--- config.mk ---
export PLATFORM = sky130hd
export DESIGN_NAME = lfsr_galois
export DESIGN_NICKNAME = d
export VERILOG_FILES = /design/src/rtl/lfsr_galois.sv
export SDC_FILE = /design/constraint.sdc
export NUM_CORES = 1
export LEC_CHECK = 0
export BUFFER_PORTS_ARGS = -buffer_cell sky130_fd_sc_hd__clkbuf_2
export CORE_AREA = 2 2 39 41
export DETAILED_ROUTE_END_ITERATION = 8
export DIE_AREA = 0 0 41 43
export PLACE_DENSITY = 0.54
export RECOVER_POWER = 100
export SYNTH_ARGS = -nofsm -noshare
export SYNTH_HDL_FRONTEND = slang
export SYNTH_SLANG_ARGS = --single-unit
export TNS_END_PERCENT = 10
--- constraint.sdc ---
create_clock -name clk -period 1.4 [get_ports clk]
set_input_delay 0.28 -clock clk [delete_from_list [all_inputs] [get_ports clk]]
set_output_delay 0.28 -clock clk [all_outputs]
set_load 0.01 [all_outputs]
--- src/rtl/lfsr_galois.sv ---
// rtl/lfsr_galois.sv - right-shifting Galois LFSR with load-to-seed and step enable
module lfsr_galois #(
   parameter int               WIDTH = 8,
   parameter logic [WIDTH-1:0] TAPS  = 'hB8,
   parameter logic [WIDTH-1:0] SEED  = 'hD5
) (
   input  logic             clk,
   input  logic             rst,
   input  logic             load,
   input  logic             enable,
   output logic [WIDTH-1:0] state
);

   // load wins over enable so a restart always begins from the seed
   always_ff @(posedge clk or posedge rst) begin
      if (rst) begin
         state <= SEED;
      end else if (load) begin
         state <= SEED;
      end else if (enable) begin
         state <= (state >> 1) ^ (state[0] ? TAPS : '0);
      end
   end

endmodule

After elaboration in Yosys (flattened, before gate mapping)

Index checks and enable logic that the tools add are counted.

Multiplexer cells: 3
Bitwise operators: 1
Reductions and logical operators: 1

Operator list:

| cell                                 | number |
|---|---|
| 8-bit two-way mux                    | 3 |
| 7-bit by 8-bit XOR with 8-bit output | 1 |
| 2-bit nonzero test                   | 1 |

Bits in registers: 8
Input port bits: 4
Output and inout port bits: 8
Logic and storage cells: 6

Depth between registers and ports, before layout

Word-level depth: 4
Depth in mapped cells: 3
Mapped depth without buffers: 2

Least setup slack after synthesis

No wires, ideal clock.

Path kind: register to register
From: register state[0]
To: register state[3]
Library setup time: 94 ps
Arrival time: 972 ps
Data required time: 1,306 ps
Slack: 334 ps
Cell stages (with the launch flop): 4
Buffers on the path: 1
Clock period less this slack: 1,066 ps
Path through: dfstp_2 > clkbuf_2 > xnor2_1 > a211oi_1

Longest elaborated chain between the ends: 4

Ends and longest elaborated chain:

| element                              | line | text |
|---|---|---|
| start: declaration                   | 11   | `output logic [WIDTH-1:0] state` |
| start signal: assignment             | 21   | `state <= (state >> 1) ^ (state[0] ? TAPS : '0);` |
| 8-bit two-way mux                    | 21   |  |
| 7-bit by 8-bit XOR with 8-bit output | 21   |  |
| 8-bit two-way mux                    | 20   | `end else if (enable) begin` |
| 8-bit two-way mux                    | 18   | `end else if (load) begin` |

Every way passes these cells. The select of a mux whose other input is x is not followed.
A chain may end at the register's enable or synchronous reset.

Worst setup path after layout

From: register state[0]
To: output port state[0]

No word-level cell between the ends.

==> flow_metrics.py <==
metrics = {
    "status": {
        "outcome": "complete, no violations",
    },
    "synth": {
        "synth_flop_cell": "dfstp_2",
        "synth_cell_type_count": 12,
        "synth-edff-count": 0,
        "synth.avg_cell_area_um2": 11.4,
        "post-synth-top-area-cell": "dfstp_2",
        "synthArstFlopShare": 1.00,
        "yosys-top-cells-area": "dfstp_2, dfrtp_1, mux2i_1, xnor2_1, a211oi_1",
        "synth.cells.most_frequent": "dfstp_2, mux2i_1, nand2_1",
        "ys_ff_latch": 8,
        "yosysWarningCount": 0,
        "netlist_area_um2": 353,
        "yosysSeqAreaShare": 0.585,
        "synth_top_area_share": 0.372,
        "synth_cells": 31,
        "syn-num-nets": 35,
    },
    "detailed_routing": {
        "routedWlPerCell_um": 10.5,
        "drc": 0,
        "drt-initial-drc-count": 0,
        "antenna_left": 0,
        "wl_um": 638,
        "drtPass1Iterations": 1,
        "via_per_inst": 4.38,
        "vias": 267,
    },
    "hold_path": {
        "hold_path.class": "in -> reg",
    },
    "floorplan": {
        "start_util": 0.255,
        "die_area_mm2": 0.00176,
        "pin_count": 12,
        "core_mm2": 0.00138,
        "num_rows": 14,
        "die_h_um": 43,
        "fp.dieW_um": 41,
    },
    "grt": {
        "track_usage": 0.0976,
        "grt_pass1_wl_um": 1060,
        "grt_pass1_vias": 234,
        "gr-total-overflow": 0,
        "antenna_found_initial": 0,
        "grt_max_degree": 12,
    },
    "setup_path": {
        "crit_path_cell_trace": "clkbuf_1",
        "path_max_fanout": 6,
        "cpLargestDelayFamily": "flip-flops",
        "path_class": "reg -> out",
        "path_buf_inv": 1,
        "crit_path_start_kind": "flop",
        "slowest_stage": "dfstp_2",
        "end_kind": "output port",
        "slowest_delay_ns": 0.59,
        "cp.required_ns": 1.12,
        "crit_arrival_ns": 1.00,
    },
    "timing": {
        "finalSetupViolations": 0,
        "tightest_slew_ns": 0.300,
        "relSlewSlack": 0.800,
        "rsz0062_at_grt": "false",
        "finalHoldViolCount": 0,
        "finalMaxSlewViolations": 0,
        "tns_ns": 0,
        "hold-worst-slack_ns": 0.246,
        "max_freq_ghz": 0.779,
        "period_needed_ns": 1.28,
        "skew_ns": 0.00623,
        "fin_crit_sh": 0.917,
    },
    "power": {
        "pwr-share-clk": 0.353,
        "comb_power_share": 0.136,
        "p_switching_mw": 0.132,
        "ir_drop_uv": 405,
        "p_leak_nw": 0.196,
        "switching_share": 0.251,
        "powerDensity_mw_per_mm2": 1180,
        "p_int_mw": 0.395,
        "p_seq_frac": 0.510,
    },
    "layout": {
        "largest_reg_flops": 8,
        "drive_gt1_frac": 0.200,
        "nets": 50,
        "diodes": 0,
        "area_growth_pct": 26.2,
        "nFillCells": 162,
        "regMostFlops": "state",
        "seq_area_um2": 206,
        "multi_input_area_um2": 129,
        "fin_util": 0.322,
        "reg.largest.list": "state: 8 flops",
    },
    "clock_tree": {
        "root_buffer": "clkbuf_4",
        "tritoncts": "done",
        "h-tree-depth": 1,
        "numCtsBuffers": 3,
        "clk_path_buf_depth": 2,
        "cts.sinks": 8,
        "path_clk_slew_ns": 0.06,
        "clk_latency_ns": 0.25,
    },
    "placement": {
        "gp_congestion": 0.641,
        "numPortBuffers": 11,
    },
    "flow_run": {
        "drv_cap": 0,
    },
}
==> through the flow <==
stage / area (um^2) / power (mW) / cells / worst slack, ns
3_3_place_gp: 418 / 0.350 / 56 / 0.395
5_1_grt: 445 / 0.570 / 61 / 0.0589
6_report: 445 / 0.527 / 61 / 0.117
3_5_place_dp: 418 / 0.350 / 56 / 0.393
4_1_cts: 454 / 0.552 / 61 / 0.112
2_1_floorplan: 353 / 0.323 / 31 / 0.334
==> final cells by class <==
| cell class | count | share of cell area |
|---|---|---|
| well taps | 16 | 0.0449 |
| flip-flops and latches | 8 | 0.463 |
| clock buffers | 4 | 0.0590 |
| repair buffers | 12 | 0.126 |
| multi-input cells | 19 | 0.289 |
| inverters | 2 | 0.0169 |
==> worst register-to-register path, stage by stage, from the launching register on <==
cell	delay (ns)
dfstp_2	0.59
xnor2_1	0.08
a211oi_1	0.24
==> worst paths after layout <==
check                          from  slack (ns)  cells past startpoint  endpoint
min reg2reg                state[1]        0.54                      2  state[0]
min                            load        0.25                      2  state[3]
max in group asynchronous       rst        0.62                      3  state[0]
min in group asynchronous       rst        0.50                      3  state[5]
max                        state[0]        0.12                      1  state[0]
max reg2reg                state[0]        0.41                      2  state[5]
==> repair_timing <==
item / in CTS / in global routing
buffers inserted: 0 / 0
gates resized for setup: 0 / 0
hold buffers: 1 / 0
hold endpoints to repair: 3 / 0
endpoints found under the setup margin: 0 / 0
==> cell families (layout without fill, tap and decap cells) <==
kind of cell	after synthesis	after routing	share of synthesized area
flops	8	8	0.585
buf+inv	4	18	0.0496
compound gates	3	3	0.0603
xor+xnor	3	3	0.0745
mux	5	5	0.142
simple gates	8	8	0.0886
==> layer usage <==
| layer | up-vias | share of wire | track usage |
|---|---|---|---|
| met5 | - | 0 | 0 |
| met4 | 0 | 0.013 | 0.100 |
| met2 | 9 | 0.44 | 0.106 |
| li1 | 136 | - | - |
| met3 | 2 | 0.089 | 0.0471 |
| met1 | 120 | 0.46 | 0.127 |
==> layout by cell type (no fill, tap or decap), drive strengths merged <==
| cell type | netlist | layout |
|---|---|---|
| a211oi | 2 | 2 |
| a31oi | 1 | 1 |
| clkbuf | 1 | 15 |
| dfrtp | 3 | 3 |
| dfstp | 5 | 5 |
| dlygate4sd3 | 0 | 1 |
| inv | 2 | 2 |
| mux2i | 5 | 5 |
| nand2 | 4 | 4 |
| nor2 | 3 | 3 |
| nor3 | 1 | 1 |
| xnor2 | 3 | 3 |
==> power by group through the flow <==
stage,logic (mW),clock network [mW],registers [mW]
finish,0.0718,0.186,0.269
CTS,0.0772,0.203,0.272
global placement,0.0754,0,0.275
floorplan,0.0449,0,0.278
global route,0.0806,0.217,0.273
detailed placement,0.0745,0,0.275
(Power assumes the default switching activity.)
